`src/rtl/toggle_debounce.sv`:
```
// Pushbutton debouncer driving a downstream T flip-flop: one T pulse per accepted
// press, optional auto-repeat while held, and a running count of issued pulses.
//
// state      | meaning
// -----------+-------------------------------------------------------------
// IDLE       | button released and stable; waiting for a high sample
// DB_PRESS   | qualifying a press; cnt = consecutive high samples seen
// HELD       | press accepted; repeat timer runs while the button stays high
// DB_RELEASE | qualifying a release; cnt = consecutive low samples seen
module toggle_debounce #(
    parameter int unsigned DB_CYCLES  = 4,
    parameter bit          RPT_EN     = 1'b1,
    parameter int unsigned RPT_DELAY  = 16,
    parameter int unsigned RPT_PERIOD = 8
) (
    input  logic       Clk,
    input  logic       SR,
    input  logic       Btn,
    output logic       T,
    output logic       Level,
    output logic [7:0] PulseCnt
);

    typedef enum logic [1:0] {
        IDLE       = 2'd0,
        DB_PRESS   = 2'd1,
        HELD       = 2'd2,
        DB_RELEASE = 2'd3
    } state_t;

    localparam logic [15:0] DB_LAST    = 16'(DB_CYCLES - 1);
    localparam logic [15:0] RPT_FIRST  = 16'(RPT_DELAY - 1);
    localparam logic [15:0] RPT_RELOAD = 16'(RPT_DELAY - RPT_PERIOD);

    state_t      state;
    state_t      state_next;
    logic        btn_meta;
    logic        btn_s;
    logic [15:0] cnt;
    logic [15:0] cnt_next;
    logic [15:0] rpt;
    logic [15:0] rpt_next;
    logic        t_next;

    always_ff @(posedge Clk) begin
        if (!SR) begin
            btn_meta <= 1'b0;
            btn_s    <= 1'b0;
            state    <= IDLE;
            cnt      <= 16'd0;
            rpt      <= 16'd0;
            T        <= 1'b0;
            Level    <= 1'b0;
            PulseCnt <= 8'd0;
        end else begin
            btn_meta <= Btn;
            btn_s    <= btn_meta;
            state    <= state_next;
            cnt      <= cnt_next;
            rpt      <= rpt_next;
            T        <= t_next;
            // Registered from next state so Level tracks the state register exactly.
            Level    <= (state_next == HELD) || (state_next == DB_RELEASE);
            if (T) begin
                PulseCnt <= PulseCnt + 8'd1;
            end
        end
    end

    always_comb begin
        state_next = state;
        cnt_next   = cnt;
        rpt_next   = rpt;
        t_next     = 1'b0;
        case (state)
            IDLE: begin
                cnt_next = 16'd0;
                rpt_next = 16'd0;
                if (btn_s) begin
                    state_next = DB_PRESS;
                    cnt_next   = 16'd1;
                end
            end
            DB_PRESS: begin
                if (!btn_s) begin
                    state_next = IDLE;
                    cnt_next   = 16'd0;
                end else if (cnt == DB_LAST) begin
                    state_next = HELD;
                    cnt_next   = 16'd0;
                    rpt_next   = 16'd0;
                    t_next     = 1'b1;
                end else begin
                    cnt_next = cnt + 16'd1;
                end
            end
            HELD: begin
                if (!btn_s) begin
                    state_next = DB_RELEASE;
                    cnt_next   = 16'd1;
                    rpt_next   = 16'd0;
                end else if (RPT_EN) begin
                    // After the first repeat, reloading keeps later pulses RPT_PERIOD apart.
                    if (rpt == RPT_FIRST) begin
                        t_next   = 1'b1;
                        rpt_next = RPT_RELOAD;
                    end else begin
                        rpt_next = rpt + 16'd1;
                    end
                end else begin
                    rpt_next = 16'd0;
                end
            end
            DB_RELEASE: begin
                if (btn_s) begin
                    state_next = HELD;
                    cnt_next   = 16'd0;
                    rpt_next   = 16'd0;
                end else if (cnt == DB_LAST) begin
                    state_next = IDLE;
                    cnt_next   = 16'd0;
                end else begin
                    cnt_next = cnt + 16'd1;
                end
            end
            default: begin
                state_next = IDLE;
                cnt_next   = 16'd0;
                rpt_next   = 16'd0;
            end
        endcase
    end

endmodule

```
`config.mk`:
```
export PLATFORM = sky130hd
export DESIGN_NAME = toggle_debounce
export DESIGN_NICKNAME = d
export VERILOG_FILES = /design/src/rtl/toggle_debounce.sv
export SDC_FILE = /design/constraint.sdc
export NUM_CORES = 1
export LEC_CHECK = 0
export BUFFER_PORTS_ARGS = -buffer_cell sky130_fd_sc_hd__clkbuf_2
export CELL_PAD_IN_SITES_DETAIL_PLACEMENT = 0
export CELL_PAD_IN_SITES_GLOBAL_PLACEMENT = 1
export CORE_MARGIN = 5
export CORE_UTILIZATION = 41
export CTS_BUF_LIST = sky130_fd_sc_hd__clkbuf_16
export DETAILED_ROUTE_END_ITERATION = 8
export PLACE_DENSITY_LB_ADDON = 0.3
export SETUP_SLACK_MARGIN = 0.4
export SLEW_MARGIN = 0
export SYNTH_ARGS = -nofsm -noshare
export SYNTH_HDL_FRONTEND = slang
export SYNTH_SLANG_ARGS = --single-unit
```
`constraint.sdc`:
```
create_clock -name Clk -period 1.8 [get_ports Clk]
set_input_delay 0.54 -clock Clk [delete_from_list [all_inputs] [get_ports Clk]]
set_output_delay 0.54 -clock Clk [all_outputs]
set_load 0.01 [all_outputs]
```
==> Word level (Yosys, flattened, before mapping) <==
Cells that the tools add are included.
{ "word_totals": {"input_bits": 3, "reg_bits": 46, "output_inout_bits": 10, "word_cells": 49} }
{ "op_classes": {"reduce_logical": 3, "eq_ne": 11, "add_sub_neg": 3, "n_mux": 24} }
{ "ops": {"columns": ["operator", "n"], "rows": [
  ["$mux 16", 9],
  ["$pmux 16 s4", 2],
  ["$add 16x1->16 const B", 2],
  ["$eq 16x2->1 const B", 1],
  ["$eq 16x4->1 const B", 1],
  ["$mux 2", 6],
  ["$add 8x1->8 const B", 1],
  ["$eq 2x2->1 const B", 4],
  ["$ne 2x2->1 const B", 4],
  ["$pmux 2 s4", 1],
  ["$mux 1", 5],
  ["$reduce_and 3->1", 1],
  ["$eq 2x1->1 const B", 1],
  ["$logic_not 2->1", 1],
  ["$pmux 1 s2", 1],
  ["$logic_or 1x1->1", 1]
]} }

==> Longest topological paths before layout <==
{ "logic_depth": {"ltp_word": 6, "ltp_mapped": 8, "depth_no_buf": 7} }

==> Least setup slack after synthesis <==
No wires, ideal clock.
{ "synth_path": {"kind": "register to register", "startpoint": "reg cnt[0]", "endpoint": "reg cnt[15]", "path_buffers": 2, "t_required_ps": 1678, "arrival_time_ps": 1866, "path_stages_with_launch": 9, "synth_period_minus_slack_ps": 1988, "setup_time_ps": 122, "setup_slack_ps": -188, "path_cell_list": "dfxtp_1 -> ha_1 -> nor4b_2 -> and4_1 -> buf_4 -> nor3_4 -> buf_4 -> and4b_1 -> a311o_1"} }
{ "synth_between": {"elab_chain_cells": 4, "elab_cells_between_ends": 6, "cone_classes": "add/sub (1); eq/ne (1); mux (4)"} }
{ "synth_lines": {"columns": ["element", "line_no", "text"], "rows": [
  ["start: declaration", "39", "logic [15:0] cnt;"],
  ["start signal: assignment", "59", "cnt <= cnt_next;"],
  ["$add 16x1->16 / $eq 16x2->1 (equally long branches)", null, null],
  ["$mux 16 (*)", "88, 119", null],
  ["$mux 16 (on tied branches)", "115, 85", null],
  ["$pmux 16 s4 (*)", "75", "case (state)"]
]} }
Every way passes the cells marked *; elsewhere a longest branch is shown, timed or not.
A chain may end at the register's enable or synchronous reset.

==> Worst setup path after layout <==
{ "layout_path": {"startpoint": "reg cnt[1]", "endpoint": "reg cnt[15]"} }
Same word-level chain as after synthesis.

==> qor.csv <==
stage,metric,value,unit
setup_path,Reg2Reg Setup Slack,-70,ps
sta,Max Fclk,0.534,GHz
logic_synthesis,total number of yosys warnings,0,
logic_synthesis,Adder-Cell Fraction of Synth Area,0.0363,
setup_path,crit path kind,reg2reg,
clocking,TritonCTS clock tree,done,
grt,GRT Total Usage,0.183,
die,I/O Pins,13,
placement,DP HPWL,4.45,mm
sta,final worst slack,-71.6,ps
setup_path,crit-path max FO,7,
pwr,PwrDens,545,mW/mm^2
logic_synthesis,Synth Area in Simple Gates,0.288,
detailed_routing,DR WL/cell,17.2,um
hold_path,hold crit path type,reg2reg,
placement,IO Port Bufs,12,
hold_path,Worst Hold End,btn_s$_SDFF_PN0_,
sta,post-layout min period,1870,ps
setup_path,RR Startpoint,cnt[1]$_SDFFE_PN0P_,
finish,# diodes,0,
sta,clock skew,6.03,ps
grt,vias in the first global route,2286,
die,core area,0.00582,mm^2
clocking,CTS buffer count,5,
hold_path,hold wc startpoint,btn_meta$_SDFF_PN0_,
pwr,Leakage,1.37,nW
logic_synthesis,XOR/XNOR Fraction of Synth Area,0.0363,
sta,RSZ-0062 raised after global routing,yes,
flow_run,max cap viols,0,
detailed_routing,via/cell ratio,5.75,
sta,Fin. Hold Viols,0,
setup_path,WP data arrival,2050,ps
grt,first-pass GRT wire length,11.0,mm
detailed_routing,DRC,0,
logic_synthesis,"flops & latches, synth",45,
placement,routability cong.,0.813,
logic_synthesis,post-synthesis sequential area ratio,0.373,
grt,pin count of the biggest net entering global routing,17,
sta,final period utilization,1.04,
die,initial core utilization,0.415,
die,die height,86.8,um
logic_synthesis,Synth cell types,56,
setup_path,Reg2Reg Depth,7,
placement,pre-CTS setup slack,-81.5,ps
clocking,Root Buffer Master,clkbuf_16,
detailed_routing,via count,2535,
detailed_routing,Pre-antenna DRT Iters,4,
outcome,status,"complete, but fails checks",
clocking,Max Buffers Root-to-Sink,2,
logic_synthesis,syn nets,297,
logic_synthesis,post-synthesis compound-gate area fraction,0.204,
logic_synthesis,Mapped Area,0.00242,mm^2
setup_path,reg2reg end,cnt[15]$_SDFFE_PN0P_,
finish,"commonest non-fill, non-tap cell in the layout",buf_4,
clocking,"Clk pin slew, worst setup/hold paths",70,ps
grt,initial antenna violation count,0,
sta,worst hold margin,444,ps
logic_synthesis,mean area per synthesized cell,8.42,um^2
sta,max-slew violations,0,
finish,fillers,476,
pwr,Pwr Total,2.04,mW
logic_synthesis,cells after synthesis,287,
setup_path,startpoint class of the critical path,flop,
pwr,Peak VDD IR,0.532,mV
sta,setup violators final,3,
clocking,CTS H-tree lvls,2,
sta,Slew @ Worst Pin,340,ps
detailed_routing,routed wire length,7.60,mm
logic_synthesis,asr flop ratio synth,0,
logic_synthesis,mux share of post-synthesis cell area,0.0166,
finish,Reg area,932,um^2
finish,share of layout cells above drive strength 1,0.486,
setup_path,Worst EP required,1980,ps
die,Rows,28,
finish,Layout area overhead,55.2,%
setup_path,critical path capture point type,flop,
logic_synthesis,largest family of logic cells by synthesized area,simple AND/OR/NAND/NOR gates,
die,die area,0.00753,mm^2
logic_synthesis,number of flops mapped to enable cells by yosys,0,
detailed_routing,Antenna Nets Post-Route,0,
sta,Max transition margin,0.773,
finish,most frequent cells in the layout,"buf_4 (53), dfxtp_1 (26), nor2_1 (26), nand2_1 (18), dfxtp_2 (16)",
clocking,clk_lat worst skew,290,ps
finish,multi-input logic area,0.00187,mm^2
outcome,failing checks,setup timing,
detailed_routing,initial detailed-routing violation count,222,
die,Die X,86.8,um
clocking,CTS sink count,45,
hold_path,worst hold stages,1,
clocking,CTS Hold Bufs,0,
logic_synthesis,Post-synth top flop,dfxtp_1,
finish,# nets final,375,
grt,grt total ovfl,0,
[synthesized netlist by cell type, types with 2 or more instances]
cell type / number / area (um^2)
nor4_1: 5 / 31.3
o211a_1: 2 / 20.0
mux2i_1: 4 / 40.0
a31oi_1: 3 / 18.8
a41o_1: 2 / 20.0
nor3b_1: 2 / 15.0
buf_6: 2 / 22.5
o21ai_1: 8 / 40.0
and3_1: 2 / 12.5
and4_1: 3 / 26.3
a41oi_1: 3 / 26.3
ha_1: 7 / 87.6
dfxtp_1: 45 / 901
and4b_1: 2 / 20.0
nand3_1: 14 / 70.1
nand2b_1: 4 / 25.0
o211ai_1: 3 / 22.5
nor2_1: 29 / 109
buf_4: 2 / 15.0
nor3_1: 13 / 65.1
a21oi_1: 17 / 85.1
or2_1: 2 / 12.5
nand2_1: 21 / 78.8
a311oi_1: 5 / 43.8
clkbuf_1: 9 / 33.8
or3_1: 8 / 50.1
nand4_1: 10 / 62.6
xor2_1: 7 / 61.3
xnor2_1: 3 / 26.3
o21ai_0: 9 / 45.0
and2_1: 4 / 25.0
o41ai_1: 4 / 35.0
inv_1: 10 / 37.5
[cells by family after synthesis]
kind of cell               Yosys count
adders and majority gates            7
xor gates and xnor gates            10
DFF                                 45
AOI/OAI and AO/OA                   71
buffers and inverters               24
and+or+nand+nor                    126
muxes                                4
[worst max path at each step]
stage,start,to,depth (start not counted)
after global routing,cnt[1]$_SDFFE_PN0P_,rpt[14]$_SDFFE_PN0P_,6
final,cnt[1]$_SDFFE_PN0P_,cnt[15]$_SDFFE_PN0P_,7
after CTS,cnt[1]$_SDFFE_PN0P_,rpt[14]$_SDFFE_PN0P_,6
after floorplan,rpt[0]$_SDFFE_PN0P_,rpt[14]$_SDFFE_PN0P_,7
after global placement,cnt[9]$_SDFFE_PN0P_,rpt[14]$_SDFFE_PN0P_,5
after detailed placement,cnt[1]$_SDFFE_PN0P_,rpt[14]$_SDFFE_PN0P_,6
[what timing repair did]
| action | CTS | global route |
|---|---|---|
| pin swaps | 22 | 20 |
| endpoints found under the setup margin | 36 | 38 |
| resized for setup | 47 | 48 |
| setup buffers | 6 | 9 |
| gates cloned | 1 | 1 |
| endpoints found under the hold margin | 0 | 0 |
[state kept, by name, indices dropped and copies added, names as in the netlist]
name	count
Level	1
PulseCnt	8
T	1
btn_meta	1
btn_s	1
cnt	16
rpt	16
state	1
[area by class of cell]
type	count	share of cell area
multi-input cells	220	0.498
flip-flops and latches	45	0.249
repair buffers	82	0.178
clock buffers	5	0.0334
well taps	75	0.0250
inverters	11	0.0117
clock inverters	3	0.00567
[metrics by stage]
stage | TNS, ps | std cells | util | area (um^2)
finish | -133 | 441 | 0.645 | 3750
global route | -1420 | 441 | 0.645 | 3750
CTS | 0 | 431 | 0.591 | 3430
detailed placement | -429 | 416 | 0.521 | 3030
global placement | -157 | 416 | 0.521 | 3030
floorplan | 0 | 287 | - | 2570
[routing by layer]
metal | vias to the layer above | GRT usage | wire length, um
met3 | 16 | 0.0333 | 362
met1 | 1205 | 0.244 | 3450
met5 | - | 0 | 0
met2 | 70 | 0.293 | 3600
li1 | 1244 | - | -
met4 | 0 | 0.0722 | 181
[report_power, final]
part	leakage, nW	internal (mW)	switching, mW
logic	0.925	0.0352	0.0630
registers	0.373	0.996	0.00505
clock network	0.0702	0.518	0.425
[critical path, cell delays in order, from the launching register on]
cell and delay, ps:
dfxtp_4 360, ha_4 130, nor4b_4 240, and4_4 340, nor3_4 60, buf_12 140
and4b_1 160, a311o_1 320
No activity file was read; power rests on OpenSTA's default activity.
